<file path="src/rtl/twoof5_serializer_pkg.sv">
// ============================================================================
// Module : SerialTOFEDDefs_2of5 (package)
// Brief  : Shared 2-of-5 codeword definitions: FSM states and encoding table
// Rev    : 1.0  initial release
// ============================================================================
`default_nettype none

package SerialTOFEDDefs_2of5;

    localparam int FBIBBLE_SIZE = 5;

    typedef logic [FBIBBLE_SIZE-1:0] codeword_t;

    typedef enum logic {
        IDLE  = 1'b0,
        SHIFT = 1'b1
    } state_t;

    localparam codeword_t INVALID_CODE = '0;

    // 7-4-2-1-0 weighted codes, element 0 is digit 0 (the 7+4 exception).
    localparam logic [0:9][FBIBBLE_SIZE-1:0] ENC_TABLE = {
        5'b11000, 5'b00011, 5'b00101, 5'b00110, 5'b01001,
        5'b01010, 5'b01100, 5'b10001, 5'b10010, 5'b10100
    };

    function automatic codeword_t encode_digit(input logic [3:0] digit);
        codeword_t code;
        if (digit > 4'd9) begin
            code = INVALID_CODE;
        end else begin
            code = ENC_TABLE[digit];
        end
        return code;
    endfunction

endpackage

`default_nettype wire

</file>
<file path="src/rtl/twoof5_serializer_codeword.sv">
// ============================================================================
// Module : codeword_fifo
// Brief  : Show-ahead FIFO of encoded codewords with registered full/empty
// Rev    : 1.0  initial release
// ============================================================================
`default_nettype none

module codeword_fifo #(
    parameter int WIDTH = 5,
    parameter int DEPTH = 2
) (
    input  logic             clk,
    input  logic             reset_n,
    input  logic             push,
    input  logic             pop,
    input  logic [WIDTH-1:0] wdata,
    output logic [WIDTH-1:0] rdata,
    output logic             full,
    output logic             empty
);

    localparam int AW = (DEPTH > 1) ? $clog2(DEPTH) : 1;
    localparam int CW = $clog2(DEPTH) + 1;

    logic [WIDTH-1:0] mem [DEPTH];
    logic [AW-1:0]    wr_ptr;
    logic [AW-1:0]    rd_ptr;
    logic [CW-1:0]    count;
    logic [CW-1:0]    count_n;
    logic             do_push;
    logic             do_pop;

    assign do_push = push && !full;
    assign do_pop  = pop && !empty;
    assign rdata   = mem[rd_ptr];

    always_comb begin
        count_n = count;
        case ({do_push, do_pop})
            2'b10:   count_n = count + CW'(1);
            2'b01:   count_n = count - CW'(1);
            default: count_n = count;
        endcase
    end

    // DEPTH is a power of two, so pointer overflow is the modulo wrap.
    always_ff @(posedge clk or negedge reset_n) begin
        if (!reset_n) begin
            wr_ptr <= '0;
            rd_ptr <= '0;
            count  <= '0;
            full   <= 1'b0;
            empty  <= 1'b1;
        end else begin
            if (do_push) begin
                wr_ptr <= wr_ptr + AW'(1);
            end
            if (do_pop) begin
                rd_ptr <= rd_ptr + AW'(1);
            end
            count <= count_n;
            full  <= (count_n == CW'(DEPTH));
            empty <= (count_n == '0);
        end
    end

    always_ff @(posedge clk) begin
        if (do_push) begin
            mem[wr_ptr] <= wdata;
        end
    end

endmodule

`default_nettype wire

</file>
<file path="src/rtl/twoof5_serializer.sv">
// ============================================================================
// Module : twoof5_serializer
// Brief  : BCD digit to serial 2-of-5 codeword stream, MSB first, buffered
// Rev    : 1.0  initial release
// ============================================================================
`default_nettype none

module twoof5_serializer
    import SerialTOFEDDefs_2of5::*;
#(
    parameter int FIFO_DEPTH = 2
) (
    input  logic       clk,
    input  logic       reset_n,
    input  logic [3:0] digit_in,
    input  logic       digit_valid,
    output logic       digit_ready,
    output logic       serial_out,
    output logic       bit_valid,
    output logic       frame_start,
    output logic       digit_err
);

    localparam logic [2:0] TOP_BIT = 3'(FBIBBLE_SIZE - 1);

    state_t    state;
    state_t    state_n;
    logic [2:0] bit_cnt;
    logic [2:0] cnt_n;
    codeword_t shift_reg;
    codeword_t shift_n;
    codeword_t fifo_rdata;
    logic      fifo_full;
    logic      fifo_empty;
    logic      push;
    logic      pop;

    assign digit_ready = !fifo_full;
    assign push        = digit_valid && digit_ready;

    codeword_fifo #(
        .WIDTH (FBIBBLE_SIZE),
        .DEPTH (FIFO_DEPTH)
    ) u_fifo (
        .clk     (clk),
        .reset_n (reset_n),
        .push    (push),
        .pop     (pop),
        .wdata   (encode_digit(digit_in)),
        .rdata   (fifo_rdata),
        .full    (fifo_full),
        .empty   (fifo_empty)
    );

    always_comb begin
        state_n = state;
        cnt_n   = bit_cnt;
        shift_n = shift_reg;
        pop     = 1'b0;
        case (state)
            IDLE: begin
                if (!fifo_empty) begin
                    pop     = 1'b1;
                    shift_n = fifo_rdata;
                    cnt_n   = TOP_BIT;
                    state_n = SHIFT;
                end
            end
            SHIFT: begin
                if (bit_cnt != 3'd0) begin
                    shift_n = {shift_reg[FBIBBLE_SIZE-2:0], 1'b0};
                    cnt_n   = bit_cnt - 3'd1;
                end else if (!fifo_empty) begin
                    // Back-to-back reload keeps the bit stream gap-free.
                    pop     = 1'b1;
                    shift_n = fifo_rdata;
                    cnt_n   = TOP_BIT;
                end else begin
                    shift_n = '0;
                    cnt_n   = 3'd0;
                    state_n = IDLE;
                end
            end
            default: begin
                state_n = IDLE;
                shift_n = '0;
                cnt_n   = 3'd0;
            end
        endcase
    end

    always_ff @(posedge clk or negedge reset_n) begin
        if (!reset_n) begin
            state       <= IDLE;
            bit_cnt     <= 3'd0;
            shift_reg   <= '0;
            frame_start <= 1'b0;
            digit_err   <= 1'b0;
        end else begin
            state       <= state_n;
            bit_cnt     <= cnt_n;
            shift_reg   <= shift_n;
            frame_start <= (state_n == SHIFT) && (cnt_n == TOP_BIT);
            digit_err   <= push && (digit_in > 4'd9);
        end
    end

    // shift_reg is cleared on leaving SHIFT, so serial_out idles low.
    assign serial_out = shift_reg[FBIBBLE_SIZE-1];
    assign bit_valid  = (state == SHIFT);

endmodule

`default_nettype wire

</file>
<file path="config.mk">
export PLATFORM = sky130hd
export DESIGN_NAME = twoof5_serializer
export DESIGN_NICKNAME = d
export VERILOG_FILES = /design/src/rtl/twoof5_serializer_pkg.sv /design/src/rtl/twoof5_serializer_codeword.sv /design/src/rtl/twoof5_serializer.sv
export SDC_FILE = /design/constraint.sdc
export NUM_CORES = 1
export LEC_CHECK = 0
export BUFFER_PORTS_ARGS = -buffer_cell sky130_fd_sc_hd__buf_2
export CAP_MARGIN = 20
export CORE_MARGIN = 2
export CORE_UTILIZATION = 55
export CTS_BUF_LIST = sky130_fd_sc_hd__clkbuf_4 sky130_fd_sc_hd__clkbuf_8
export DETAILED_ROUTE_END_ITERATION = 6
export PLACE_DENSITY = 0.75
export RECOVER_POWER = 25
export SYNTH_ARGS = -nofsm -noshare
export SYNTH_HDL_FRONTEND = slang
export SYNTH_SLANG_ARGS = --single-unit
</file>
<file path="constraint.sdc">
create_clock -name clk -period 4 [get_ports clk]
set_input_delay 0.4 -clock clk [delete_from_list [all_inputs] [get_ports clk]]
set_output_delay 0.4 -clock clk [all_outputs]
set_load 0.02 [all_outputs]
</file>
; ---- Yosys cells after proc, flatten, opt, wreduce, memory -nomap -nowiden
; Memories as Yosys holds them, arrays and structs flattened.
; Index checks and enable logic that the tools add are counted.
[totals]
reg_bits = 17
ramBits = 10
mem_bits_ro = 80
out_inout_bits = 5
elab_cells = 54
n_memories = 2
[classes]
add_sub_neg = 5
magnitude_cmp = 2
n_eq_ne = 5
muxes = 19
bitwise = 2
reduce_logical = 9
[memory_table]
columns = memory, words, word_bits, rd, rd_clocked_by_memory_dff, wr, line
row1 = (name not given), 16, 5, 1, 0, 0, twoof5_serializer_pkg.sv:32  ; code = ENC_TABLE[digit];
row2 = u_fifo.mem, 2, 5, 1, 0, 1, twoof5_serializer_codeword.sv:25  ; logic [WIDTH-1:0] mem [DEPTH];
[op_table]
columns = cell, count
row1 = 5-bit two-way mux, 6
row2 = 5-bit one-hot mux with 2 select lines, 1
row3 = 3-bit two-way mux, 3
row4 = 3-bit one-hot mux with 2 select lines, 1
row5 = 5-bit >= comparator (second input constant), 1
row6 = 1-bit logical AND, 5
row7 = 1-bit two-way mux, 5
row8 = 4-bit inverter with 5-bit output, 1
row9 = 2-bit == test (second input constant), 2
row10 = 4-bit > comparator (second input constant), 1
row11 = 1-bit one-hot mux with 2 select lines, 2
row12 = 2-bit one-hot mux with 2 select lines, 1
row13 = 3-bit == test (second input constant), 1
row14 = 3-bit nonzero test, 1
row15 = 3-bit by 1-bit subtractor with 3-bit output (second input constant), 1
row16 = 1-bit adder (second input constant), 2
row17 = 2-bit by 1-bit adder with 2-bit output (second input constant), 1
row18 = 2-bit by 1-bit == test with 1-bit output (second input constant), 1
row19 = 1-bit zero test, 2
row20 = 2-bit zero test, 1
row21 = 2-bit inequality test (second input constant), 1
row22 = 2-bit by 1-bit subtractor with 2-bit output (second input constant), 1
row23 = 1-bit inverter, 1

; ---- Depth between registers and ports, before layout
[logic_depth]
ltp_word = 7
mapped_depth = 10

; ---- By module
; From an unflattened synthesis, not the netlist that was laid out.
[hier_totals]
cells_unflattened = 115
hier_area_um2 = 1335.0
[by_module_without_submodules]
columns = mod, n_inst, cells_per_inst, area_per_inst_um2, seq_area_each_um2
row1 = twoof5_serializer, 1, 74, 699.4, 275.3
row2 = codeword_fifo, 1, 41, 635.6, 451.7

; ---- Least setup slack after synthesis
; Ideal clock, no wire load.
[synth_timing]
kind = flip-flop to flip-flop
startpoint = register bit_cnt[0]
endpoint = register u_fifo.empty
setup_ps = 79
arrival_time_ps = 1701
setup_slack_ps = 2220
stages_incl_launch_ff = 10
path_buffers = 1
path_cell_list = dfrtp_1 -> nor2_1 -> ha_1 -> nand2b_1 -> nand2b_1 -> clkbuf_2 -> inv_1 -> ha_1 -> nand2b_1 -> o21ai_0
[synth_via]
elab_chain_len = 7
word_cells_on_any_way = 8
[synth_lines]
columns = element, line
row1 = "start, declared", twoof5_serializer.sv:28  ; logic [2:0] bit_cnt;
row2 = "start signal, assigned", twoof5_serializer.sv:101  ; bit_cnt <= cnt_n;
row3 = 3-bit nonzero test *, twoof5_serializer.sv:70  ; if (bit_cnt != 3'd0) begin
row4 = 1-bit two-way mux *, twoof5_serializer.sv:70
row5 = 1-bit one-hot mux with 2 select lines *, twoof5_serializer.sv:60  ; case (state)
row6 = 1-bit logical AND *, twoof5_serializer_codeword.sv:34  ; assign do_pop = pop && !empty;
row7 = via u_fifo.do_pop, twoof5_serializer_codeword.sv:31  ; logic do_pop;
row8 = 2-bit by 1-bit == test with 1-bit output or 2-bit == test (tied branches), twoof5_serializer_codeword.sv:39  ; case ({do_push, do_pop})
row9 = 2-bit one-hot mux with 2 select lines *, twoof5_serializer_codeword.sv:39
row10 = 2-bit zero test *, twoof5_serializer_codeword.sv:63  ; empty <= (count_n == '0);
row11 = "end signal, assigned", twoof5_serializer_codeword.sv:63
row12 = "end, declared", twoof5_serializer_codeword.sv:19  ; output logic empty
; The timed path passes the listed nets; every way through them passes the cells marked *.
; A chain may end at the register's enable or synchronous reset.

; ---- Final worst setup path
[layout_timing]
startpoint = register bit_cnt[0]
endpoint = register u_fifo.full
[layout_via]
elab_chain_len = 7
word_cells_on_any_way = 8
[layout_lines]
columns = element, line
row1 = 3-bit nonzero test *, twoof5_serializer.sv:70
row2 = 1-bit two-way mux *, twoof5_serializer.sv:70
row3 = 1-bit one-hot mux with 2 select lines *, twoof5_serializer.sv:60
row4 = 1-bit logical AND *, twoof5_serializer_codeword.sv:34
row5 = via u_fifo.do_pop, twoof5_serializer_codeword.sv:31
row6 = 2-bit by 1-bit == test with 1-bit output or 2-bit == test (tied branches), twoof5_serializer_codeword.sv:39
row7 = 2-bit one-hot mux with 2 select lines *, twoof5_serializer_codeword.sv:39
row8 = 2-bit == test *, twoof5_serializer_codeword.sv:62  ; full <= (count_n == CW'(DEPTH));
row9 = "end signal, assigned", twoof5_serializer_codeword.sv:62
row10 = "end, declared", twoof5_serializer_codeword.sv:18  ; output logic full,
; Marked as above.

==> results.yml <==
status:
  status: "finished, final reports clean"
setup_path:
  crit_required_ps: 4230
  critPathKind: "register to register"
  crit_path_end_kind: "register"
  crit_fanout: 8
  r2r-start: "bit_cnt[0]"
  arrival_ps: 2250
  cp-start-kind: "register"
  crit_start: "bit_cnt[0]"
die:
  row_count: 17
  core_mm2: 0.00221
  initial_core_util: 0.579
  dieArea_mm2: 0.00273
  chipHeight_um: 52.3
  boundaryPins: 12
  fp.dieW_um: 52.3
cells_and_area:
  fin_area_mm2: 0.00139
  multi_input_area_um2: 512
  diodes: 0
  largest_reg_flops: 10
  area_growth_pct: 8.50
  final_cell_count_no_fill: 149
  final_cell_mix: "dfrtp_1 (16), o21ai_0 (12), buf_2 (10), edfxtp_1 (10), nand2_1 (9)"
  layout.nets: 136
  drive_gt1_frac: 0.132
  layout.cells.most_common: "dfrtp_1"
  seq_area_um2: 727
  num-fill-cells: 189
timing:
  min_period_over_period: 0.503
  whs_ps: 338
  slew_violations: 0
  fin_tns_setup_ps: 0
  slew_headroom: 0.408
  clock_skew_ps: 9.73
  min_period_ps: 2010
  rsz0062_at_grt: "no"
  finalSetupViolations: 0
  finalWorstSetupSlack_ps: 1990
  max_freq_mhz: 497
  tightest_slew_ps: 888
  hold_viol_final: 0
global_routing:
  grt_overflow: 0
  track_usage: 0.161
  grt_max_degree: 18
  antenna_found_initial: 0
  grt_pass1_wl_um: 3200
  grt_pass1_vias: 799
synth:
  ys.flop_type: "dfrtp_1"
  synth_seq_cells: 27
  synthCells: 109
  ys.warnings.count: 0
  synth_area_per_cell_um2: 11.8
  syn_area_mm2: 0.00128
  yosysUniqueCellTypes: 27
  synth_edf_count: 10
  ys_seq_area_frac: 0.567
  synthArstFlopShare: 0.630
  synth_nets: 123
clocking:
  cts.sinks: 27
  tritoncts: "done"
  ctsLongestPathBuffers: 2
  path_clk_slew_ps: 140
  htreeDepth: 1
  cts_buffers: 3
  hold_buffers: 1
  ctsResizeCount: 0
  cts-root-buf: "clkbuf_4"
  post-cts-setup-buffers: 0
  clock_latency_ps: 310
placement:
  place.port_buffers: 11
  place_area_mm2: 0.00135
  dp_slack_ps: 1990
  gp_congestion: 0.738
  dp_cells: 144
  dp.final_hpwl_um: 1510
detailed_routing:
  remaining_drc_errors: 0
  wl_per_cell_um: 12.9
  drtAntennaViolNets: 0
  drt_wl_total_um: 1920
  via_count: 820
  dr.first_iter.drc_count: 3
  firstDrtPassIters: 4
  viasPerCell: 5.50
power_and_ir_drop:
  p_int_w: 0.000590
  powerDensity_mw_per_mm2: 655
  switchingPower_w: 0.000321
  ir_worst_vdd_mv: 0.512
  pwr-share-seq: 0.503
  clkPwrFrac: 0.130
  pwr-share-comb: 0.367
  switching_share: 0.352
  p_leak_nw: 0.601
hold_path:
  hp-class: "input port to register"
  min_from: "digit_valid"
run:
  drv_cap: 0
-- final timing paths --
path | end | slack, ps | depth (start not counted)
min in group asynchronous | bit_cnt[1] | 700 | 2
max in group asynchronous | shift_reg[4] | 2750 | 2
hold / removal | digit_err | 340 | 2
setup / recovery | u_fifo.full | 1990 | 9
hold reg to reg | bit_valid | 490 | 1
setup reg to reg | u_fifo.full | 1990 | 9
-- routing by layer --
layer  global-route usage  share of wire  vias to the layer above  wire length [µm]
met2                0.308           0.55                       11              1050
met5                    0              0                        -                 0
met4               0.0769         0.0083                        0                16
li1                     -              -                      406                 -
met3               0.0286          0.032                        2                61
met1                0.168           0.41                      401               793
-- per-stage QoR --
| step | utilization | total power [W] |
|---|---|---|
| floorplan | - | 0.000725 |
| global placement | 0.611 | 0.000784 |
| detailed placement | 0.611 | 0.000804 |
| CTS | 0.629 | 0.000921 |
| global route | 0.628 | 0.000978 |
| finish | 0.628 | 0.000911 |
-- power groups by stage --
stage	Combinational (W)	Sequential (W)	Clock, W
2_1_floorplan	0.000274	0.000451	0
3_3_place_gp	0.000325	0.000459	0
3_5_place_dp	0.000339	0.000465	0
4_1_cts	0.000341	0.000459	0.000122
5_1_grt	0.000377	0.000470	0.000131
6_report	0.000334	0.000459	0.000118
-- critical path: stages (launching register included) --
cell      delay [ps]
dfrtp_1          430
nor2_1            80
ha_1             190
nand2b_1         190
nand2b_1         270
inv_1             80
ha_1             240
xnor2_1          190
nand2_1           80
o21ai_0          190
-- final cells by class --
type                       instances  share of cell area
sequential                        27               0.523
multi-input combinational         72               0.368
timing repair buffer              12              0.0459
tap                               28              0.0252
clock buffer                       4              0.0216
inverter                           6              0.0162
-- cell families after synthesis --
| family | count (synthesis) | synth area share |
|---|---|---|
| flip-flops | 27 | 0.567 |
| buffers and inverters | 10 | 0.0332 |
| AO/OA/AOI/OAI | 24 | 0.122 |
| XOR/XNOR | 7 | 0.0479 |
| multiplexers | 7 | 0.0557 |
| AND/OR/NAND/NOR | 27 | 0.105 |
| adder cells (fa/ha/maj) | 7 | 0.0684 |
-- synthesized netlist by cell type (2+ instances only) --
master | number | area share
a22oi_1 | 5 | 0.029
buf_2 | 2 | 0.0078
clkbuf_2 | 2 | 0.0078
dfrtp_1 | 16 | 0.31
edfxtp_1 | 10 | 0.23
ha_1 | 7 | 0.068
inv_1 | 6 | 0.018
mux2i_1 | 6 | 0.047
nand2_1 | 9 | 0.026
nand2b_1 | 3 | 0.015
nand3b_1 | 3 | 0.018
nor2_1 | 7 | 0.021
nor2b_1 | 2 | 0.0098
o21a_1 | 2 | 0.012
o21ai_0 | 12 | 0.047
xnor2_1 | 6 | 0.041
Power figures use the tool's default switching activity.
